--- config.mk ---
export PLATFORM = sky130hd
export DESIGN_NAME = bit_permute_pipe
export DESIGN_NICKNAME = d
export VERILOG_FILES = /design/src/rtl/bit_permute_pipe.sv
export SDC_FILE = /design/constraint.sdc
export NUM_CORES = 1
export LEC_CHECK = 0
export ABC_AREA = 1
export ABC_CLOCK_PERIOD_IN_PS = 1710
export BUFFER_PORTS_ARGS = -buffer_cell sky130_fd_sc_hd__buf_2
export CORE_ASPECT_RATIO = 1.1
export CORE_UTILIZATION = 57
export CTS_BUF_LIST = sky130_fd_sc_hd__clkbuf_4
export DETAILED_ROUTE_END_ITERATION = 8
export PLACE_DENSITY = 0.95
export SYNTH_ARGS = -nofsm -noshare
export SYNTH_HDL_FRONTEND = slang
export SYNTH_SLANG_ARGS = --single-unit
--- constraint.sdc ---
create_clock -name clk -period 1.71 [get_ports clk]
set_input_delay 0.342 -clock clk [delete_from_list [all_inputs] [get_ports clk]]
set_output_delay 0.342 -clock clk [all_outputs]
set_load 0.1 [all_outputs]
--- src/rtl/bit_permute_pipe.sv ---
// bit_permute_pipe: registered valid/ready bit permuter.
//   mode 0 pass, 1 full bit reverse, 2 group-order reverse, 3 bit reverse
//   inside each GROUP_WIDTH group. One cycle latency, full throughput.
// Optional macro BIT_PERMUTE_PIPE_SKID_EN adds a one-entry skid register
// so that in_ready becomes a pure register output (up to 2 words held).
module bit_permute_pipe #(
    parameter int WORD_WIDTH  = 32,
    parameter int GROUP_WIDTH = 8
) (
    input  logic                  clk,
    input  logic                  rst,
    input  logic                  in_valid,
    output logic                  in_ready,
    input  logic [WORD_WIDTH-1:0] in_data,
    input  logic [1:0]            in_mode,
    output logic                  out_valid,
    input  logic                  out_ready,
    output logic [WORD_WIDTH-1:0] out_data,
    output logic [1:0]            out_mode
);

    // Guarded group size so the index arithmetic below never divides by zero
    // even when the parameter check is about to reject the configuration.
    localparam int G = (GROUP_WIDTH >= 1) ? GROUP_WIDTH : 1;
    localparam int K = WORD_WIDTH / G;
    localparam bit CFG_OK = (WORD_WIDTH >= 1) && (GROUP_WIDTH >= 1) &&
                            ((WORD_WIDTH % G) == 0);

    generate
        if (WORD_WIDTH < 1) begin : g_bad_word
            $error("bit_permute_pipe: WORD_WIDTH (%0d) must be >= 1", WORD_WIDTH);
        end
        if (GROUP_WIDTH < 1 || (WORD_WIDTH % G) != 0) begin : g_bad_group
            $error("bit_permute_pipe: GROUP_WIDTH (%0d) must be >= 1 and divide WORD_WIDTH (%0d)",
                   GROUP_WIDTH, WORD_WIDTH);
        end
    endgenerate

    // ------------------------------------------------------------------
    // Permutation network: pure wiring, one candidate per mode.
    // ------------------------------------------------------------------
    logic [WORD_WIDTH-1:0] rev_w;   // mode 1
    logic [WORD_WIDTH-1:0] grp_w;   // mode 2
    logic [WORD_WIDTH-1:0] igr_w;   // mode 3
    logic [WORD_WIDTH-1:0] perm_w;

    generate
        if (CFG_OK) begin : g_perm
            for (genvar i = 0; i < WORD_WIDTH; i++) begin : g_bit
                localparam int J = i / G;   // group holding output bit i
                localparam int B = i % G;   // position inside that group
                assign rev_w[i] = in_data[WORD_WIDTH-1-i];
                assign grp_w[i] = in_data[(K-1-J)*G + B];
                assign igr_w[i] = in_data[J*G + G-1-B];
            end
        end else begin : g_noperm
            assign rev_w = '0;
            assign grp_w = '0;
            assign igr_w = '0;
        end
    endgenerate

    // Select the candidate for the mode presented with the input word.
    always_comb begin
        perm_w = in_data;
        case (in_mode)
            2'd1:    perm_w = rev_w;
            2'd2:    perm_w = grp_w;
            2'd3:    perm_w = igr_w;
            default: perm_w = in_data;
        endcase
    end

    // ------------------------------------------------------------------
    // Output stage (and optional skid stage)
    // ------------------------------------------------------------------
    logic                  out_valid_q, out_valid_d;
    logic [WORD_WIDTH-1:0] out_data_q,  out_data_d;
    logic [1:0]            out_mode_q,  out_mode_d;
    logic                  in_xfer;
    logic                  out_xfer;

    assign in_xfer  = in_valid && in_ready;
    assign out_xfer = out_valid_q && out_ready;

`ifdef BIT_PERMUTE_PIPE_SKID_EN
    logic                  skid_valid_q, skid_valid_d;
    logic [WORD_WIDTH-1:0] skid_data_q,  skid_data_d;
    logic [1:0]            skid_mode_q,  skid_mode_d;
    logic                  out_free;

    // Output register can take a new word this edge.
    assign out_free = !out_valid_q || out_ready;
    // Accept only while the skid slot is empty: no path from out_ready.
    assign in_ready = !skid_valid_q;

    // Next-state: the skid word has priority into the output register;
    // an input arriving while the output is stalled parks in the skid.
    always_comb begin
        out_valid_d  = out_valid_q;
        out_data_d   = out_data_q;
        out_mode_d   = out_mode_q;
        skid_valid_d = skid_valid_q;
        skid_data_d  = skid_data_q;
        skid_mode_d  = skid_mode_q;
        if (out_free) begin
            if (skid_valid_q) begin
                out_valid_d  = 1'b1;
                out_data_d   = skid_data_q;
                out_mode_d   = skid_mode_q;
                skid_valid_d = 1'b0;
            end else if (in_xfer) begin
                out_valid_d = 1'b1;
                out_data_d  = perm_w;
                out_mode_d  = in_mode;
            end else begin
                out_valid_d = 1'b0;
            end
        end else if (in_xfer) begin
            skid_valid_d = 1'b1;
            skid_data_d  = perm_w;
            skid_mode_d  = in_mode;
        end
    end

    // Skid register state; cleared asynchronously so held words are dropped.
    always_ff @(posedge clk or posedge rst) begin
        if (rst) begin
            skid_valid_q <= 1'b0;
            skid_data_q  <= '0;
            skid_mode_q  <= 2'd0;
        end else begin
            skid_valid_q <= skid_valid_d;
            skid_data_q  <= skid_data_d;
            skid_mode_q  <= skid_mode_d;
        end
    end
`else
    // Single register: accept when empty or when it drains this same edge.
    assign in_ready = !out_valid_q || out_ready;

    // Next-state: load on input, empty on a bare output transfer, else hold.
    always_comb begin
        out_valid_d = out_valid_q;
        out_data_d  = out_data_q;
        out_mode_d  = out_mode_q;
        if (in_xfer) begin
            out_valid_d = 1'b1;
            out_data_d  = perm_w;
            out_mode_d  = in_mode;
        end else if (out_xfer) begin
            out_valid_d = 1'b0;
        end
    end
`endif

    // Output register state; reset drops out_valid immediately.
    always_ff @(posedge clk or posedge rst) begin
        if (rst) begin
            out_valid_q <= 1'b0;
            out_data_q  <= '0;
            out_mode_q  <= 2'd0;
        end else begin
            out_valid_q <= out_valid_d;
            out_data_q  <= out_data_d;
            out_mode_q  <= out_mode_d;
        end
    end

    assign out_valid = out_valid_q;
    assign out_data  = out_data_q;
    assign out_mode  = out_mode_q;

endmodule

-- After elaboration in Yosys (flattened, before gate mapping)
Index checks and enable logic that the tools add are counted.
- multiplexer cells: 3
- equal/unequal tests: 3
- reductions and logical operators: 5
- operators by type and width (operator ; number):
    $pmux W32 S3 ; 1
    $eq A2 B2 Y1 const B ; 2
    $eq A2 B1 Y1 const B ; 1
    $logic_and A1 B1 Y1 ; 2
    $mux W1 ; 2
    $reduce_bool A2 Y1 ; 1
    $logic_not A1 Y1 ; 1
    $logic_or A1 B1 Y1 ; 1
- input bits: 38
- flip-flop bits (word level): 35
- logic and storage cells: 14
- output and inout bits: 36

-- Logic depth before layout (Yosys ltp)
- word-level depth: 4
- mapped depth: 9
- gate-level depth less buffers: 6

-- Least setup slack after synthesis
Ideal clock, no wire load.
- path kind: register to register
- from: register out_valid_q (netlist: out_valid)
- to: register out_valid_q (netlist: out_valid)
- path buffers: 2
- setup time: 0.157 ns
- arrival time: 2.563 ns
- slack: -1.010 ns
- data required time: 1.553 ns
- stages on the path, launching flop included: 6
- clock period less this slack: 2.720 ns
- cell sequence: dfrtp_1 -> nand2_1 -> nand2_1 -> buf_2 -> buf_2 -> nand2_1
- cells in the longest elaborated chain, start to end: 4
- elaborated cells between the ends (all ways): 6
- classes of those cells: mux: 1; reduce/logical: 5
- ends and longest elaborated chain (item ; line ; source):
    from (decl) ; 77 ; logic out_valid_q, out_valid_d;
    from (signal assigned) ; 164 ; out_valid_q <= out_valid_d;
    $logic_not A1 Y1 * ; 140 ; assign in_ready = !out_valid_q || out_ready;
    $logic_or A1 B1 Y1 * ; 140 ;
    via in_ready ; 13 ; output logic in_ready,
    $logic_and A1 B1 Y1 * ; 83 ; assign in_xfer = in_valid && in_ready;
    $mux W1 or $reduce_bool A2 Y1 (tied branches) ; n/a ;
Mark *: on every way through the listed nets, which the timed path passes. The rest lies on a longest branch.
A chain may end at the register's enable or synchronous reset.

-- Final worst setup path
- from: register out_valid_q (netlist: out_valid)
- to: output in_ready
- cells in the longest elaborated chain, start to end: 2
- ends and longest elaborated chain (item ; line):
    $logic_not A1 Y1 ; 140
    $logic_or A1 B1 Y1 ; 140
    to (decl) ; 13
No other way between the ends.

==> qor.yml <==
timing:
  maxSlewViolCount: 0
  setup_viol: 0
  period_share_pct: 92.2
  finalHoldViolations: 0
  worst_pin_slew_ns: 0.561
  fmax_mhz: 634
  layout_setup_ws_ns: 0.133
  fin_crit_ns: 1.58
  slew_headroom_pct: 62.5
  rsz0062_at_grt: "false"
  final.setup_skew_ns: 0.00661
  fin_tns_setup_ns: 0
critical_path:
  critPathMaxFanout: 3
  cpPeakStageDelay_ns: 0.50
  path_buf_inv: 1
  arrival_ns: 1.23
  setup.worst_path.end_class: "output pin"
  start_kind: "register"
  critPathTopFamily: "flip-flops"
  crit_type: "reg2out"
  reg2reg_slack_ns: 0.51
  crit_required_ns: 1.37
  slowest_stage: "dfrtp_4"
  crit_path_cell_trace: "nand2_4 -> clkbuf_4"
detailed_routing:
  drc_errors: 0
  postRouteAntennaNets: 0
  dr.pass1.iters: 5
  vias: 2624
  via_per_inst: 5.32
  drtIter0Drc: 208
  wl_per_cell_um: 12.0
  wl_um: 5920
synthesis:
  yosysTopAreaCell: "dfrtp_1"
  synthFlopType: "dfrtp_1"
  synthTopCellsByCount: "172 x nand2_1, 60 x nor2_1, 40 x nand3_1"
  ys_warn_count: 0
  synth_nets: 412
  netlist.area_leader.share_pct: 38.7
  synth_cells: 374
  synthTopCellsByArea: "dfrtp_1 39%, nand2_1 29%, nor2_1 10%"
  yosysMostFrequentCell: "nand2_1"
  synth-seq-cells: 35
  mappedNetlistArea_um2: 2260
  seq_area_frac_synth_pct: 38.7
  avgSynthCellArea_um2: 6.05
  synth_cell_types: 15
  async_reset_ff_share_pct: 100
  synth_edf_count: 0
global_routing:
  global_route.overflow_total: 0
  antenna_found_initial: 0
  grt_max_degree: 70
  grt_util_all_layers_pct: 29.0
  grt_pass1_vias: 2215
  grt_pass1_wl_um: 9210
floorplanning:
  die_area_um2: 4230
  coreArea_um2: 3710
  die_h_um: 68.1
  rows: 23
  initial_utilization_pct: 60.9
  ioPinCount: 74
  dieWidth_um: 62.1
cells_and_area:
  insertedDiodeCount: 0
  drive_gt1_share_pct: 21.9
  nNetsFinal: 480
  area_delta_synth_final_pct: 22.6
  fill_cells: 317
clock_tree:
  clk_pin_slew_worst_paths_ns: 0.11
  post_cts_buffers: 0
  root_buffer: "clkbuf_4"
  cts_tree: "done"
  clk_latency_ns: 0.34
  htree_levels: 2
  cts_buffers: 5
  clock_path_buffers: 2
  clock_sinks: 35
run:
  maxCapViolCount: 0
hold_path:
  worstHoldPathType: "in2async"
pwr:
  leakagePower_nw: 1.59
  power.total_mw: 3.13
  peakVddDrop_uv: 627
  power_density_nw_per_um2: 1130
placement:
  gp_congestion: 0.889
  dp_hpwl_um: 4140
  place_ws_ns: 0.149
  port_buffers: 73
outcome:
  status: "finished clean"
==> timing repair <==
| item | CTS | global route |
|---|---|---|
| endpoints found under the setup margin | 0 | 1 |
| gates resized for setup | 0 | 1 |
| hold buffers | 0 | 0 |
==> flip-flops by register name, indices dropped and copies added, names as in the netlist <==
name and cells:
out_data 32, out_mode 2, out_valid 1
==> cell usage in the layout, fill, tap and decap left out, types with 3 or more instances in the layout <==
cell and n:
nor2_1 60, dfrtp_1 34, clkbuf_4 7, inv_1 9
buf_12 3, buf_4 8, o21ai_0 19, nand2_1 170
a21oi_1 3, nand3_1 40, o21ai_1 9, buf_2 72
==> cell families after synthesis <==
group           count (synthesis)  synth area share (%)
compound gates                 31                  6.86
buf+inv                        34                  6.53
flops                          35                  38.7
simple gates                  274                  47.9
==> power breakdown <==
group | internal, mW | switching (mW)
Combinational | 0.279 | 1.37
Sequential | 0.961 | 0.0726
Clock | 0.168 | 0.274
==> final timing paths <==
kind,startpoint,endpoint,cells after the start
min reg2reg,out_data[24],out_data[24],2
min in group clk,out_ready,out_valid,4
max in group asynchronous,rst,out_data[29],3
min,rst,out_data[12],2
max reg2reg,out_valid,out_data[9],6
max,out_valid,in_ready,2
==> through the flow <==
stage	hold WS (ns)	instances	util [%]	instance area, µm²
2_1_floorplan	0.496	374	-	2270
3_3_place_gp	0.413	485	73.2	2720
3_5_place_dp	0.419	485	73.2	2720
4_1_cts	0.0539	493	74.6	2770
5_1_grt	0.0800	493	74.7	2770
6_report	0.0408	493	74.7	2770
==> worst register-to-register path: stages, from the launching register on <==
cell and delay [ns]:
dfrtp_4 0.50, nand2_4 0.08, nand2_2 0.06, buf_12 0.19
nor2_1 0.16, nand3_1 0.09, nand2_1 0.06
==> layer usage <==
layer | GRT usage (%) | part of all wire [%] | vias to the layer above
met5 | 0 | 0 | -
met4 | 12.8 | 1.7 | 0
met3 | 4.91 | 6.4 | 11
met2 | 50.4 | 50 | 115
met1 | 34.5 | 42 | 1194
li1 | - | - | 1304
==> cell type report <==
| cell class | count | area (µm²) | area share, % |
|---|---|---|---|
| Multi-Input combinational cell | 305 | 1250 | 45.0 |
| Tap cell | 50 | 62.6 | 2.26 |
| Clock buffer | 6 | 45.0 | 1.62 |
| Timing Repair Buffer | 84 | 488 | 17.6 |
| Sequential cell | 35 | 880 | 31.7 |
| Inverter | 11 | 41.3 | 1.49 |
| Clock inverter | 2 | 7.51 | 0.271 |
Note: power is estimated with default switching activity, not from simulation.
